[src/rtl/branch_predictor.sv]
// branch_predictor
//   Dynamic branch predictor for the five-stage RISC-V pipeline. A direct-mapped
//   BTB of 2-bit saturating counters is looked up with PCF. The prediction
//   follows the instruction through the D and E pipeline registers. In Execute it
//   is compared with the resolved outcome to raise MispredictE/PCCorrectE and to
//   train the table.
//
//   Optional feature: define BP_PERF_EN to add the BranchCount/MispredCount
//   performance counters; otherwise both outputs are tied to zero.
//
// Ports
//   clk, reset                  rising-edge clock, synchronous active-low reset
//   PCF                         fetch PC
//   StallD, FlushD, FlushE      pipeline hazard controls for the prediction regs
//   PCE, BranchE, JumpE         Execute-stage PC and branch/jump qualifiers
//   PCSrcE, PCTargetE           resolved direction and target
//   PredTakenF, PredTargetF     fetch-stage prediction for PCF
//   MispredictE, PCCorrectE     fetch redirect request and corrected next PC
//   BranchCount, MispredCount   performance counters (zero without BP_PERF_EN)
module branch_predictor #(
  parameter int XLEN    = 32,
  parameter int ENTRIES = 16
) (
  input  logic            clk,
  input  logic            reset,
  input  logic [XLEN-1:0] PCF,
  input  logic            StallD,
  input  logic            FlushD,
  input  logic            FlushE,
  input  logic [XLEN-1:0] PCE,
  input  logic            BranchE,
  input  logic            JumpE,
  input  logic            PCSrcE,
  input  logic [XLEN-1:0] PCTargetE,
  output logic            PredTakenF,
  output logic [XLEN-1:0] PredTargetF,
  output logic            MispredictE,
  output logic [XLEN-1:0] PCCorrectE,
  output logic [31:0]     BranchCount,
  output logic [31:0]     MispredCount
);

  localparam int IDXW = $clog2(ENTRIES);
  localparam int TAGW = XLEN - IDXW - 2;
  localparam logic [XLEN-1:0] PC_INC = XLEN'(4);

  logic            valid_q [ENTRIES];
  logic [TAGW-1:0] tag_q   [ENTRIES];
  logic [XLEN-1:0] tgt_q   [ENTRIES];
  logic [1:0]      ctr_q   [ENTRIES];

  logic [IDXW-1:0] idx_f, idx_e;
  logic [TAGW-1:0] tag_f, tag_e;
  logic            hit_f, hit_e;

  logic            dreg_taken_q, dreg_taken_d;
  logic [XLEN-1:0] dreg_target_q, dreg_target_d;
  logic            ereg_taken_q, ereg_taken_d;
  logic [XLEN-1:0] ereg_target_q, ereg_target_d;

  logic            resolve_e;
  logic            ent_we;
  logic            valid_d;
  logic [TAGW-1:0] tag_d;
  logic [XLEN-1:0] tgt_d;
  logic [1:0]      ctr_d;

  // Fetch lookup
  assign idx_f       = PCF[IDXW+1:2];
  assign tag_f       = PCF[XLEN-1:IDXW+2];
  assign hit_f       = valid_q[idx_f] && (tag_q[idx_f] == tag_f);
  assign PredTakenF  = hit_f && ctr_q[idx_f][1];
  assign PredTargetF = PredTakenF ? tgt_q[idx_f] : PCF + PC_INC;

  // D/E prediction registers: flush beats stall in D
  always_comb begin
    dreg_taken_d  = PredTakenF;
    dreg_target_d = PredTargetF;
    if (FlushD) begin
      dreg_taken_d  = 1'b0;
      dreg_target_d = '0;
    end else if (StallD) begin
      dreg_taken_d  = dreg_taken_q;
      dreg_target_d = dreg_target_q;
    end
    ereg_taken_d  = FlushE ? 1'b0 : dreg_taken_q;
    ereg_target_d = FlushE ? '0   : dreg_target_q;
  end

  always_ff @(posedge clk) begin
    if (!reset) begin
      dreg_taken_q  <= 1'b0;
      dreg_target_q <= '0;
      ereg_taken_q  <= 1'b0;
      ereg_target_q <= '0;
    end else begin
      dreg_taken_q  <= dreg_taken_d;
      dreg_target_q <= dreg_target_d;
      ereg_taken_q  <= ereg_taken_d;
      ereg_target_q <= ereg_target_d;
    end
  end

  // Execute-stage resolution
  assign resolve_e = BranchE || JumpE;
  assign idx_e     = PCE[IDXW+1:2];
  assign tag_e     = PCE[XLEN-1:IDXW+2];
  assign hit_e     = valid_q[idx_e] && (tag_q[idx_e] == tag_e);

  // A predicted-taken non-branch is an alias hit and must be redirected too
  assign MispredictE = resolve_e
                     ? ((PCSrcE != ereg_taken_q) ||
                        (PCSrcE && ereg_taken_q && (ereg_target_q != PCTargetE)))
                     : ereg_taken_q;
  assign PCCorrectE  = (resolve_e && PCSrcE) ? PCTargetE : PCE + PC_INC;

  // Next contents of the entry at PCE's index
  always_comb begin
    ent_we  = 1'b0;
    valid_d = valid_q[idx_e];
    tag_d   = tag_q[idx_e];
    tgt_d   = tgt_q[idx_e];
    ctr_d   = ctr_q[idx_e];
    if (resolve_e) begin
      if (hit_e) begin
        ent_we = 1'b1;
        if (PCSrcE) begin
          tgt_d = PCTargetE;
          if (ctr_q[idx_e] != 2'b11) ctr_d = ctr_q[idx_e] + 2'b01;
        end else if (ctr_q[idx_e] != 2'b00) begin
          ctr_d = ctr_q[idx_e] - 2'b01;
        end
      end else if (PCSrcE) begin
        ent_we  = 1'b1;
        valid_d = 1'b1;
        tag_d   = tag_e;
        tgt_d   = PCTargetE;
        ctr_d   = 2'b10;
      end
    end else if (ereg_taken_q) begin
      ent_we  = 1'b1;
      valid_d = 1'b0;
    end
  end

  always_ff @(posedge clk) begin
    if (!reset) begin
      for (int unsigned i = 0; i < ENTRIES; i++) begin
        valid_q[i] <= 1'b0;
        tag_q[i]   <= '0;
        tgt_q[i]   <= '0;
        ctr_q[i]   <= 2'b01;
      end
    end else if (ent_we) begin
      valid_q[idx_e] <= valid_d;
      tag_q[idx_e]   <= tag_d;
      tgt_q[idx_e]   <= tgt_d;
      ctr_q[idx_e]   <= ctr_d;
    end
  end

`ifdef BP_PERF_EN
  logic [31:0] branch_cnt_q, branch_cnt_d;
  logic [31:0] mispred_cnt_q, mispred_cnt_d;

  always_comb begin
    branch_cnt_d  = branch_cnt_q  + (resolve_e   ? 32'd1 : 32'd0);
    mispred_cnt_d = mispred_cnt_q + (MispredictE ? 32'd1 : 32'd0);
  end

  always_ff @(posedge clk) begin
    if (!reset) begin
      branch_cnt_q  <= '0;
      mispred_cnt_q <= '0;
    end else begin
      branch_cnt_q  <= branch_cnt_d;
      mispred_cnt_q <= mispred_cnt_d;
    end
  end

  assign BranchCount  = branch_cnt_q;
  assign MispredCount = mispred_cnt_q;
`else
  assign BranchCount  = '0;
  assign MispredCount = '0;
`endif

endmodule

[config.mk]
export PLATFORM = sky130hd
export DESIGN_NAME = branch_predictor
export DESIGN_NICKNAME = d
export VERILOG_FILES = /design/src/rtl/branch_predictor.sv
export SDC_FILE = /design/constraint.sdc
export NUM_CORES = 2
export LEC_CHECK = 0
export BUFFER_PORTS_ARGS = -buffer_cell sky130_fd_sc_hd__buf_2
export CORE_ASPECT_RATIO = 1.5
export CORE_UTILIZATION = 50
export DETAILED_ROUTE_END_ITERATION = 8
export GPL_ROUTABILITY_DRIVEN = 0
export PLACE_DENSITY_LB_ADDON = 0.05
export SLEW_MARGIN = 10
export SYNTH_ARGS = -nofsm -noshare
export SYNTH_HDL_FRONTEND = slang
export SYNTH_SLANG_ARGS = --single-unit
[constraint.sdc]
create_clock -name clk -period 4.95 [get_ports clk]
set_clock_uncertainty 0.1 [all_clocks]
set_input_delay 0 -clock clk [delete_from_list [all_inputs] [get_ports clk]]
set_output_delay 0 -clock clk [all_outputs]
set_load 0.005 [all_outputs]
==> impl_metrics.env <==
export IMPL_synth_top_area_cell="edfxtp_1"
export IMPL_antenna_found_initial=19
export IMPL_die_area_sq_mm=0.1056
export IMPL_core_area_sq_mm=0.1031
export IMPL_wl_mm=205.9
export IMPL_p_per_area_mw_per_mm2=349.4
export IMPL_via_per_inst=6.819
export IMPL_drtAntennaViolNets=0
export IMPL_synth_seq_cells=1042
export IMPL_finalHoldViolCount=0
export IMPL_fin_tns_setup_ps=0
export IMPL_setup_viol=0
export IMPL_worstPathArrival_ps=5090
export IMPL_grt_usage_pct=39.08
export IMPL_maxCapViolCount=0
export IMPL_grt_busiest_layer="met2"
export IMPL_cp_slowest_stage_delay_ps=670
export IMPL_dpl_cell_area_sq_mm=0.05556
export IMPL_syn_area_sq_mm=0.05215
export IMPL_critPathCaptureType="flop"
export IMPL_ys_async_sr_fraction_pct=0
export IMPL_maxSlewViolCount=0
export IMPL_finalCritPeriodShare_pct=96.12
export IMPL_pin_count=234
export IMPL_yosysSeqAreaShare_pct=58.43
export IMPL_drtIter0Drc=5349
export IMPL_synthCells=3879
export IMPL_overflow=0
export IMPL_synth_edf_count=960
export IMPL_fp_dieW_um=265.7
export IMPL_ys_warnings_count=0
export IMPL_cts_clk_slew_worst_paths_ps=60
export IMPL_grt_pass1_wl_mm=284.7
export IMPL_met1_usage_pct=45.69
export IMPL_hpwl_mm=131.4
export IMPL_reg2reg_slack_ps=190
export IMPL_power_mw=20.84
export IMPL_rsz0062_at_grt="false"
export IMPL_syn2layout_area_growth_pct=14.37
export IMPL_syn_area_per_cell_sq_um=13.44
export IMPL_numCtsBuffers=102
export IMPL_grt_pass1_vias=37880
export IMPL_leakagePower_nw=20.77
export IMPL_die_h_um=397.5
export IMPL_gr_usage_met2_pct=63.03
export IMPL_path_max_fanout=45
export IMPL_cts_tree="yes"
export IMPL_finalInstanceArea_sq_mm=0.05964
export IMPL_drt_pre_antenna_iters=6
export IMPL_synth_area_top_cells="edfxtp_1, mux4_2, nor2_1"
export IMPL_final_util_pct=57.87
export IMPL_cp_cell_sequence="mux2i_1 -> a221oi_1 -> o31a_1 -> or3_1 -> a2111oi_2 -> o2111ai_1 -> o41ai_4 -> buf_12 -> o2111ai_4 -> buf_4 -> nand3b_1"
export IMPL_status="complete, no violations"
export IMPL_io_buffers=169
export IMPL_synth_most_common_cell="edfxtp_1"
export IMPL_gr_usage_met3_pct=9.359
export IMPL_initial_core_util_pct=50.60
export IMPL_start_kind="flop"
export IMPL_cts_max_path_buffers=3
export IMPL_numClockSinks=1042
export IMPL_slowest_stage="mux2i_1"
export IMPL_synth_cell_types=76
export IMPL_vias=37790
export IMPL_rows=144
export IMPL_fin_nets=4175
export IMPL_hold_path_class="in -> reg"
export IMPL_max_slew_margin_rel_pct=9.366
export IMPL_fin_crit_ps=4758
export IMPL_path_class="reg -> reg"
export IMPL_htree_levels=3
export IMPL_clock_latency_ps=740
export IMPL_drive_gt1_share_pct=23.68
export IMPL_wl_per_cell_um=37.16
export IMPL_vdd_drop_max_uv=295.8
export IMPL_synth_main_ff_cell="edfxtp_1"
export IMPL_grt_max_degree=71
export IMPL_drc=0
export IMPL_yosys_top_cells_count="edfxtp_1, nor2_1, mux4_2"
export IMPL_worst_slew_pin_slew_ps=1357
export IMPL_cts_root_buf="clkbuf_16"
export IMPL_yosysTopAreaCellShare_pct=55.28
export IMPL_worstPathRequired_ps=5290
export IMPL_fmax_ghz=0.2102
[per-stage QoR]
stage                     hold slack (ps)  worst slack (ps)  cells
after detailed placement            166.8             370.4   5277
final                               40.05             192.1   5542
after floorplan                    -10.54             185.8   3942
after global placement              170.3             332.7   5277
after global routing                57.14             57.66   5538
after CTS                           3.875             403.3   5537
[critical path, delay by kind of cell (launching register included)]
| family | cells | cell delay [ps] |
|---|---|---|
| AO/OA/AOI/OAI | 6 | 1860 |
| AND/OR/NAND/NOR | 2 | 650 |
| buffers and inverters | 2 | 680 |
| flip-flops | 1 | 400 |
| multiplexers | 1 | 670 |
[metal layers]
| metal | part of all wire (%) | routed length, um | vias to the layer above |
|---|---|---|---|
| met3 | 11 | 22850 | 757 |
| met4 | 8.5 | 17570 | 20 |
| met2 | 48 | 97960 | 2949 |
| met1 | 33 | 67400 | 19040 |
| li1 | - | - | 15030 |
| met5 | 0.074 | 153 | - |
[path summary, 6_finish.rpt]
path / startpoint / endpoint / cells past startpoint
setup / recovery: tag_q[11][20] / ctr_q[0][0] / 11
hold / removal: PCTargetE[17] / tgt_q[10][17] / 3
hold reg to reg: dreg_target_q[12] / ereg_target_q[12] / 1
setup reg to reg: tag_q[11][20] / ctr_q[0][0] / 11
[power by group]
part | internal [mW] | switching (mW) | total [mW]
combinational | 0.950 | 1.75 | 2.70
sequential | 9.99 | 0.157 | 10.2
clock | 4.46 | 3.52 | 7.98
[sequential cells by signal, summed over array words and instances (netlist names)]
register / flops
tgt_q: 512
ereg_target_q: 32
ctr_q: 32
dreg_target_q: 32
ereg_taken_q: 1
dreg_taken_q: 1
tag_q: 416
valid_q: 16
[layout make-up]
class / instances / area (sq um)
inverter: 30 / 115.1
multi-input combinational: 2439 / 20270
tap: 1387 / 1735
fill: 8297 / 43420
clock inverter: 53 / 556.8
antenna: 4 / 10.01
clock buffer: 137 / 2806
timing repair buffer: 450 / 3680
sequential: 1042 / 30470
[cells in the final DEF, fill, tap and decap left out, types with 41 or more instances in the layout]
| cell type | netlist | routed |
|---|---|---|
| nand3_1 | 56 | 56 |
| nand2_1 | 178 | 162 |
| buf_12 | 0 | 41 |
| buf_4 | 71 | 174 |
| buf_2 | 43 | 162 |
| clkbuf_16 | 0 | 104 |
| nor2_1 | 570 | 569 |
| xnor2_1 | 77 | 77 |
| edfxtp_1 | 960 | 960 |
| conb_1 | 1 | 64 |
| and2_1 | 64 | 64 |
| dlygate4sd3_1 | 0 | 70 |
| nor3_1 | 148 | 146 |
| a21oi_1 | 293 | 293 |
| dfxtp_1 | 82 | 82 |
| mux2_2 | 45 | 45 |
| mux4_2 | 343 | 343 |
| mux2i_1 | 160 | 160 |
| xor2_1 | 58 | 58 |
| o21ai_0 | 79 | 64 |
[kinds of logic after synthesis]
family          after synthesis  share of synthesized area, %
flops                      1042                         58.43
xor+xnor                    135                         2.267
other cells                   1                      0.007191
simple gates               1115                         9.413
mux                         548                         18.86
fa+ha+maj                     6                        0.1440
compound gates              571                         6.915
buf+inv                     461                         3.969
[what timing repair did]
action / in CTS / in global routing
hold buffers: 70 / 0
setup buffers: 0 / 0
endpoints found under the hold margin: 477 / 0
resized for setup: 0 / 0
(Power assumes the default switching activity.)
